==> src/rtl/mul_issue_ctrl.sv <==
// ----------------------------------------------------------------------------
// mul_issue_ctrl
//   Two-stage issue/retire controller around an external combinational
//   32x32 Booth/Wallace multiplier core. S1 registers the operands feeding
//   the core; S2 captures the selected 32-bit half of the product together
//   with the destination tag. Streams at 1 op/cycle with full backpressure
//   and a single-cycle flush that kills every in-flight op.
//
// Ports
//   mul_clk, reset          clock, asynchronous active-high reset
//   in_valid/in_ready       op handshake from EXE
//   in_op                   00 MUL.W, 01 MULH.W, 10 MULH.WU, 11 same as 00
//   in_a, in_b, in_dest     operands and destination tag
//   flush                   kill all in-flight ops
//   core_a, core_b          registered operands to the multiplier core
//   core_signed             signed select to the core
//   core_resetn             inverted reset to the core
//   core_result             64-bit product returned by the core
//   out_valid/out_ready     result handshake
//   out_data, out_dest      selected product half and its tag
//   busy                    any op in flight
//   perf_ops, perf_stall    performance counters (MUL_PERF_EN only)
//
// Configuration
//   MUL_PERF_EN  when defined, adds perf_ops (delivered results) and
//                perf_stall (cycles with in_valid high and in_ready low).
// ----------------------------------------------------------------------------
module mul_issue_ctrl #(
    parameter int unsigned DEST_W = 5,
    parameter int unsigned PERF_W = 32
) (
    input  logic              mul_clk,
    input  logic              reset,
    input  logic              in_valid,
    output logic              in_ready,
    input  logic [1:0]        in_op,
    input  logic [31:0]       in_a,
    input  logic [31:0]       in_b,
    input  logic [DEST_W-1:0] in_dest,
    input  logic              flush,
    output logic [31:0]       core_a,
    output logic [31:0]       core_b,
    output logic              core_signed,
    output logic              core_resetn,
    input  logic [63:0]       core_result,
    output logic              out_valid,
    input  logic              out_ready,
    output logic [31:0]       out_data,
    output logic [DEST_W-1:0] out_dest,
    output logic              busy
`ifdef MUL_PERF_EN
    ,
    output logic [PERF_W-1:0] perf_ops,
    output logic [PERF_W-1:0] perf_stall
`endif
);

    logic              r_s1_valid;
    logic [31:0]       r_s1_a;
    logic [31:0]       r_s1_b;
    logic [1:0]        r_s1_op;
    logic [DEST_W-1:0] r_s1_dest;

    logic              r_s2_valid;
    logic [31:0]       r_s2_data;
    logic [DEST_W-1:0] r_s2_dest;

    logic              w_s2_allowin;
    logic              w_s1_allowin;
    logic              w_in_fire;
    logic              w_s1_to_s2;
    logic              w_sel_hi;
    logic [31:0]       w_prod_half;

    assign w_s2_allowin = !r_s2_valid || out_ready;
    assign w_s1_allowin = !r_s1_valid || w_s2_allowin;
    assign in_ready     = w_s1_allowin && !flush;
    assign w_in_fire    = in_valid && in_ready;
    assign w_s1_to_s2   = r_s1_valid && w_s2_allowin;

    // Only MULH.W and MULH.WU take the high half; reserved 11 acts as MUL.W.
    assign w_sel_hi    = (r_s1_op == 2'b01) || (r_s1_op == 2'b10);
    assign w_prod_half = w_sel_hi ? core_result[63:32] : core_result[31:0];

    assign core_a      = r_s1_a;
    assign core_b      = r_s1_b;
    assign core_signed = (r_s1_op != 2'b10);
    assign core_resetn = ~reset;

    assign out_valid = r_s2_valid;
    assign out_data  = r_s2_data;
    assign out_dest  = r_s2_dest;
    assign busy      = r_s1_valid || r_s2_valid;

    // Stage S1: operand registers feeding the core.
    always_ff @(posedge mul_clk or posedge reset) begin
        if (reset) begin
            r_s1_valid <= 1'b0;
            r_s1_a     <= '0;
            r_s1_b     <= '0;
            r_s1_op    <= '0;
            r_s1_dest  <= '0;
        end else begin
            if (flush) begin
                r_s1_valid <= 1'b0;
            end else if (w_in_fire) begin
                r_s1_valid <= 1'b1;
            end else if (w_s1_to_s2) begin
                r_s1_valid <= 1'b0;
            end
            if (w_in_fire) begin
                r_s1_a    <= in_a;
                r_s1_b    <= in_b;
                r_s1_op   <= in_op;
                r_s1_dest <= in_dest;
            end
        end
    end

    // Stage S2: captured result half; holds while out_ready is low.
    always_ff @(posedge mul_clk or posedge reset) begin
        if (reset) begin
            r_s2_valid <= 1'b0;
            r_s2_data  <= '0;
            r_s2_dest  <= '0;
        end else begin
            if (flush) begin
                r_s2_valid <= 1'b0;
            end else if (w_s2_allowin) begin
                r_s2_valid <= r_s1_valid;
            end
            if (w_s1_to_s2) begin
                r_s2_data <= w_prod_half;
                r_s2_dest <= r_s1_dest;
            end
        end
    end

`ifdef MUL_PERF_EN
    logic [PERF_W-1:0] r_perf_ops;
    logic [PERF_W-1:0] r_perf_stall;

    // Counters ignore flush; a result handshaken during flush still counts.
    always_ff @(posedge mul_clk or posedge reset) begin
        if (reset) begin
            r_perf_ops   <= '0;
            r_perf_stall <= '0;
        end else begin
            if (r_s2_valid && out_ready) begin
                r_perf_ops <= r_perf_ops + PERF_W'(1);
            end
            if (in_valid && !in_ready) begin
                r_perf_stall <= r_perf_stall + PERF_W'(1);
            end
        end
    end

    assign perf_ops   = r_perf_ops;
    assign perf_stall = r_perf_stall;
`endif

endmodule

==> config.mk <==
export PLATFORM = sky130hd
export DESIGN_NAME = mul_issue_ctrl
export DESIGN_NICKNAME = d
export VERILOG_FILES = /design/src/rtl/mul_issue_ctrl.sv
export SDC_FILE = /design/constraint.sdc
export NUM_CORES = 1
export LEC_CHECK = 0
export ABC_AREA = 0
export CORE_ASPECT_RATIO = 0.5
export CORE_MARGIN = 2
export CORE_UTILIZATION = 36
export CTS_BUF_LIST = sky130_fd_sc_hd__clkbuf_16
export DETAILED_ROUTE_END_ITERATION = 10
export PLACE_DENSITY = 0.76
export SLEW_MARGIN = 10
export SYNTH_ARGS = -nofsm -noshare
export SYNTH_HDL_FRONTEND = slang
export SYNTH_SLANG_ARGS = --single-unit
==> constraint.sdc <==
create_clock -name mul_clk -period 4.7 [get_ports mul_clk]
set_input_delay 1.175 -clock mul_clk [delete_from_list [all_inputs] [get_ports mul_clk]]
set_output_delay 1.175 -clock mul_clk [all_outputs]
set_load 0.01 [all_outputs]
==> results of run 1 <==
==> through the flow <==
| step | std cells | worst slack [ns] | area [um2] | power (W) |
|---|---|---|---|---|
| after floorplan | 320 | 0.0288 | 4830 | 0.00166 |
| after global placement | 718 | 1.02 | 7340 | 0.00218 |
| after detailed placement | 718 | 1.03 | 7340 | 0.00220 |
| after CTS | 734 | 1.03 | 7630 | 0.00296 |
| after global routing | 734 | 0.997 | 7630 | 0.00307 |
| final | 734 | 1.03 | 7630 | 0.00293 |
==> cell type report <==
cell class / count / area [um2]
fillers: 1060 / 5250
inverters: 4 / 17.5
repair buffers: 252 / 2520
multi-input cells: 182 / 1840
clock buffers: 9 / 225
clock inverters: 7 / 65.1
well taps: 170 / 213
flip-flops and latches: 110 / 2750
==> registers in the layout, summed over array words and instances, names as in the netlist <==
| name | flops |
|---|---|
| out_dest | 5 |
| core_a | 32 |
| core_b | 32 |
| r_s1_dest | 5 |
| out_valid | 1 |
| r_s1_valid | 1 |
| out_data | 32 |
| r_s1_op | 2 |
==> cells in the final DEF (no fill, tap or decap) <==
cell type / instances
a21oi_1: 65
and2_1: 1
and3b_4: 1
buf_12: 1
buf_4: 6
bufinv_16: 1
clkbuf_16: 9
clkdlybuf4s50_1: 245
clkinv_1: 1
clkinv_2: 3
clkinv_4: 1
clkinvlp_4: 1
dfrtp_1: 110
ha_2: 1
inv_1: 3
inv_4: 1
mux2_1: 6
mux2_4: 70
mux2i_1: 32
nand2b_1: 1
nor2_1: 3
nor3b_4: 1
or2_1: 1
==> kinds of logic after synthesis <==
family	after synthesis	synth area share, %
flip-flops	110	57.0
multiplexers	108	29.8
AO/OA/AOI/OAI	65	6.74
buffers and inverters	28	5.03
AND/OR/NAND/NOR	8	1.14
adder cells (fa/ha/maj)	1	0.259
==> final timing paths <==
check	endpoint	depth (start not counted)	from	slack, ns
max	in_ready	4	out_ready	1.03
min in group asynchronous	core_b[5]$_DFFE_PP0P_	3	reset	1.34
max in group asynchronous	out_data[14]$_DFFE_PP0P_	4	reset	2.04
min reg2reg	out_dest[0]$_DFFE_PP0P_	1	out_dest[0]$_DFFE_PP0P_	0.49
max reg2reg	out_data[31]$_DFFE_PP0P_	4	r_s1_valid$_DFFE_PP0P_	2.50
min	out_dest[0]$_DFFE_PP0P_	1	out_dest[0]$_DFFE_PP0P_	0.49
==> power breakdown <==
| group | switching, W | total (W) | leakage, nW | internal (W) |
|---|---|---|---|---|
| clock network | 0.000342 | 0.000752 | 0.143 | 0.000410 |
| registers | 0.0000977 | 0.00121 | 1.27 | 0.00112 |
| logic | 0.000357 | 0.000961 | 1.88 | 0.000604 |
==> per-layer routing <==
metal	wire, um	up-vias	track usage, %
li1	-	1605	-
met1	5180	1736	20.9
met2	7060	89	34.1
met3	521	23	4.01
met4	294	0	6.01
met5	0	-	0
==> impl_results.md, run 1 <==
- DP HPWL: 9490 um
- Total negative slack: 0 ns
- First-pass GRT wire length: 20,300 um
- DRC Markers: 0
- CP arrival: 2.49 ns
- WS Path Type: in2out
- CTS buffer count: 9
- Period utilisation layout: 78.1%
- Initial Util: 37.5%
- Routed len/inst: 17.8 um
- Post-synth ARST share: 100%
- PostCTS Resize Cnt: 0
- Die Ht: 85.9 um
- PwrDens: 384 nW/um2
- Max-cap viol count: 0
- Crit-path max FO: 3
- Worst Tran Pin Value: 0.975 ns
- Synthesis Warnings: 0
- Synth area leaders: dfrtp_1 (57%), mux2_4 (22%), a21oi_1 (6.7%)
- Buffers on Ports: 245
- Floorplan row count: 29
- CP max stage cell: clkdlybuf4s50_1
- Die ar.: 14,400 um2
- Number of H-tree levels: 3
- Primary FF master, synth: dfrtp_1
- Die X: 168 um
- Nets: 700
- Layout cells sized above 1: 17.0%
- Layout Skew: 0.00491 ns
- First-pass DRT Iterations: 6
- Startpoint types: input pin
- Final WL: 13,100 um
- RSZ-0062 raised after global routing: false
- Worst rel slew slack: 35.0%
- CP required: 3.52 ns
- Seq/Total Area, Yosys: 57.0%
- Area delta synth->final: 58.1%
- Grt ovf: 0
- Yosys reg bits: 110
- N_diodes: 0
- Static leakage: 3.29 nW
- Clock Latency Late Sink: 0.34 ns
- Family with the most delay on the worst path: buffers and inverters
- Gpl congestion: 0.763
- Clk sinks: 110
- CP dominant cell by count: clkdlybuf4s50_1
- Max Slew Vio Count: 0
- Fmax: 273 MHz
- Vias/cell: 4.70
- Syn Std Cell Area: 4830 um2
- Core Box Area: 12,900 um2
- CTS tree: built
- Vias: 3,453
- Top-count cell post-synth: dfrtp_1
- Largest area contributor in the netlist: dfrtp_1
- Commonest cells in the netlist: dfrtp_1 (110), mux2_4 (70), a21oi_1 (65), mux2i_1 (32), clkbuf_1 (8)
- All-layer global routing usage: 18.2%
- Post-synthesis instance total: 320
- Post-synth top area share: 57.0%
- Largest net degree at the start of global routing: 75
- Post-layout util: 59.2%
- # Post-CTS Setup Buffers: 0
- HP Class: reg2reg
- Starting DRT DRC Count: 102
- Hold bufs inserted after CTS: 0
- Fin Hold WS: 0.487 ns
- Post-Syn Nets: 461
- Clock Path Buffers: 2
- Antenna violations before repair: 0
- Vias in the first global route: 3,784
- Synth unique cells: 17
- CP max stage delay: 0.54 ns
- Status: finished, final reports clean
- Worst Path Buf+Inv: 2
- CP cell instances: clkdlybuf4s50_1, and3b_4, nor2_1, clkdlybuf4s50_1
- Register clock-pin slew on the reported worst setup and hold paths: 0.07 ns
- Final setup vio count: 0
- CP endpoint kind: output port
- ANT nets after route: 0
- Worst VDD drop: 0.184 mV
- Final hold violation count: 0
- Root Driver: clkbuf_16
- Syn avg cell area: 15.1 um2
- EDFF count, synth: 0
- Shortest period the worst path allows: 3.67 ns
- I/O pin count: 246
Note: power is estimated with default switching activity, not from simulation.
==> run 2: changes to the inputs <==
--- a/config.mk
+++ b/config.mk
@@ -8,10 +8,10 @@
 export ABC_AREA = 0
 export CORE_ASPECT_RATIO = 0.5
 export CORE_MARGIN = 2
-export CORE_UTILIZATION = 36
+export CORE_UTILIZATION = 40
 export CTS_BUF_LIST = sky130_fd_sc_hd__clkbuf_16
 export DETAILED_ROUTE_END_ITERATION = 10
-export PLACE_DENSITY = 0.76
+export PLACE_DENSITY = 0.8
 export SLEW_MARGIN = 10
 export SYNTH_ARGS = -nofsm -noshare
 export SYNTH_HDL_FRONTEND = slang
==> constraint.sdc (replaced) <==
create_clock -name mul_clk -period 3.8 [get_ports mul_clk]
set_input_delay 0.95 -clock mul_clk [delete_from_list [all_inputs] [get_ports mul_clk]]
set_output_delay 0.95 -clock mul_clk [all_outputs]
set_load 0.01 [all_outputs]
==> run 2 against run 1 <==
  * Cell count is 0.82% lower
  * Flip-flop and latch count did not move
  * Worst hold slack better by 0.00056 ns
  * First-iteration DRC count up 82%
  * Register-to-register slack worse by 0.65 ns
  * Sequential power grew 24%
  * Non-clock buffer count is 1 lower
  * Critical path depth did not move
  * Count of clock-buffer cells in the layout stayed put
  * Routed wire length is 3.9% lower
  * Combinational power rose by 24%
  * Critical endpoint unchanged
==> impl_results.md, run 2 (same netlist as run 1, synthesis figures left out) <==
- Design area: 7630 um2
- DR WL met2: 6680 um
- CP required: 2.85 ns
- CP arrival: 2.26 ns
- CTS buffer count: 9
- I/O pin count: 246
- Area delta synth->final: 58.2%
- RSZ-0062 raised after global routing: false
- All-layer global routing usage: 19.2%
- Root Driver: clkbuf_16
- Worst Tran Pin Value: 0.971 ns
- # Post-CTS Setup Buffers: 0
- Static leakage: 3.30 nW
- Clock Path Buffers: 2
- First-pass GRT wire length: 19,400 um
- Max-cap viol count: 0
- Most frequent cells in the layout: clkdlybuf4s50_1 (245), dfrtp_1 (110), mux2_4 (70)
- Buffers on Ports: 245
- Nets: 699
- Vias: 3,451
- Post-layout util: 64.7%
- Period utilisation layout: 84.5%
- Max Slew Vio Count: 0
- Final setup vio count: 0
- Core Box Area: 11,800 um2
- Grt ovf: 0
- Largest net degree at the start of global routing: 72
- Area of the multi-input gates: 1840 um2
- Crit-path max FO: 3
- Worst rel slew slack: 35.3%
- Die ar.: 13,000 um2
- DP HPWL: 9190 um
- Worst hold path startpoint: out_dest[1]$_DFFE_PP0P_
- Layout cells sized above 1: 16.5%
- Gpl congestion: 0.762
- WS Path Type: in2out
- Area post-placement: 7330 um2
- Crit path from: out_ready
- Number of H-tree levels: 3
- M1 WL: 5070 um
- ANT nets after route: 0
- Vias/cell: 4.74
- Floorplan row count: 28
- Register clock-pin slew on the reported worst setup and hold paths: 0.07 ns
- N_diodes: 0
- Fmax: 311 MHz
- Commonest non-fill, non-tap cell in the layout: clkdlybuf4s50_1
- Clock Latency Late Sink: 0.34 ns
- Final WL: 12,500 um
- Total negative slack: 0 ns
- Hold bufs inserted after CTS: 0
- Final hold violation count: 0
- PostCTS Resize Cnt: 0
- Antenna violations before repair: 0
- DRC Markers: 0
- Top Layer Used: met4
- Worst VDD drop: 0.234 mV
- Die X: 159 um
- Vias in the first global route: 3,666
- Initial Util: 40.9%
- Fillers: 923
- RR Startpoint: r_s1_op[1]$_DFFE_PP0P_
- Setup ws final: 0.587 ns
- Die Ht: 81.7 um
- First-pass DRT Iterations: 4
- Seq. cell area: 2750 um2
- Shortest period the worst path allows: 3.21 ns
- Startpoint types: input pin
- Starting DRT DRC Count: 186
- CP endpoint kind: output port
- Status: finished, final reports clean
- PwrDens: 479 nW/um2
- Met3 WL post-DR: 557 um
- Clk sinks: 110
- Pre-CTS setup slack: 0.597 ns
- CTS tree: built
- HP Class: reg2reg
- Layout Skew: 0.00747 ns
- Routed len/inst: 17.2 um
-- run 2: cell types whose count changed in the layout (fill, tap and decap cells not counted), sizes merged --
cell    delta
bufinv     +1
buf        -1
clkinv     -2
inv        +1
-- run 2: worst paths after layout --
check | endpoint | slack, ns | cells past startpoint
setup / recovery | in_ready | 0.59 | 4
min in group asynchronous | core_b[14]$_DFFE_PP0P_ | 1.31 | 3
hold / removal | out_dest[1]$_DFFE_PP0P_ | 0.49 | 1
hold reg to reg | out_dest[1]$_DFFE_PP0P_ | 0.49 | 1
max in group asynchronous | out_dest[1]$_DFFE_PP0P_ | 1.38 | 4
setup reg to reg | out_data[25]$_DFFE_PP0P_ | 1.85 | 3
-- run 2: per-stage QoR --
step / instances / power [W] / hold slack [ns]
2_1_floorplan: 320 / 0.00206 / 0.464
3_3_place_gp: 712 / 0.00269 / 0.469
3_5_place_dp: 712 / 0.00272 / 0.474
4_1_cts: 728 / 0.00371 / 0.490
5_1_grt: 728 / 0.00383 / 0.506
6_report: 728 / 0.00366 / 0.488
-- run 2: report_power, final --
part | leakage, nW | switching [W] | total, W | internal [W]
clock | 0.159 | 0.000405 | 0.000974 | 0.000569
combinational | 1.87 | 0.000440 | 0.00119 | 0.000746
sequential | 1.27 | 0.000116 | 0.00150 | 0.00138
total | 3.30 | 0.000962 | 0.00366 | 0.00270
-- run 2: per-layer routing --
metal	global-route usage (%)	vias up
li1	-	1598
met1	22.6	1738
met3	4.85	18
met2	35.2	97
met4	6.45	0
met5	0	-
-- run 2: final cells by class --
| cell class | instances | share of cell area [%] |
|---|---|---|
| clock inverter | 7 | 1.07 |
| tap | 165 | 2.70 |
| multi-input combinational | 182 | 24.1 |
| timing repair buffer | 251 | 32.9 |
| inverter | 4 | 0.246 |
| clock buffer | 9 | 2.95 |
| sequential | 110 | 36.1 |
-- run 2: critical path, cell delays in order --
cell	delay (ns)
clkdlybuf4s50_1	0.46
and3b_4	0.22
nor2_1	0.09
clkdlybuf4s50_1	0.55
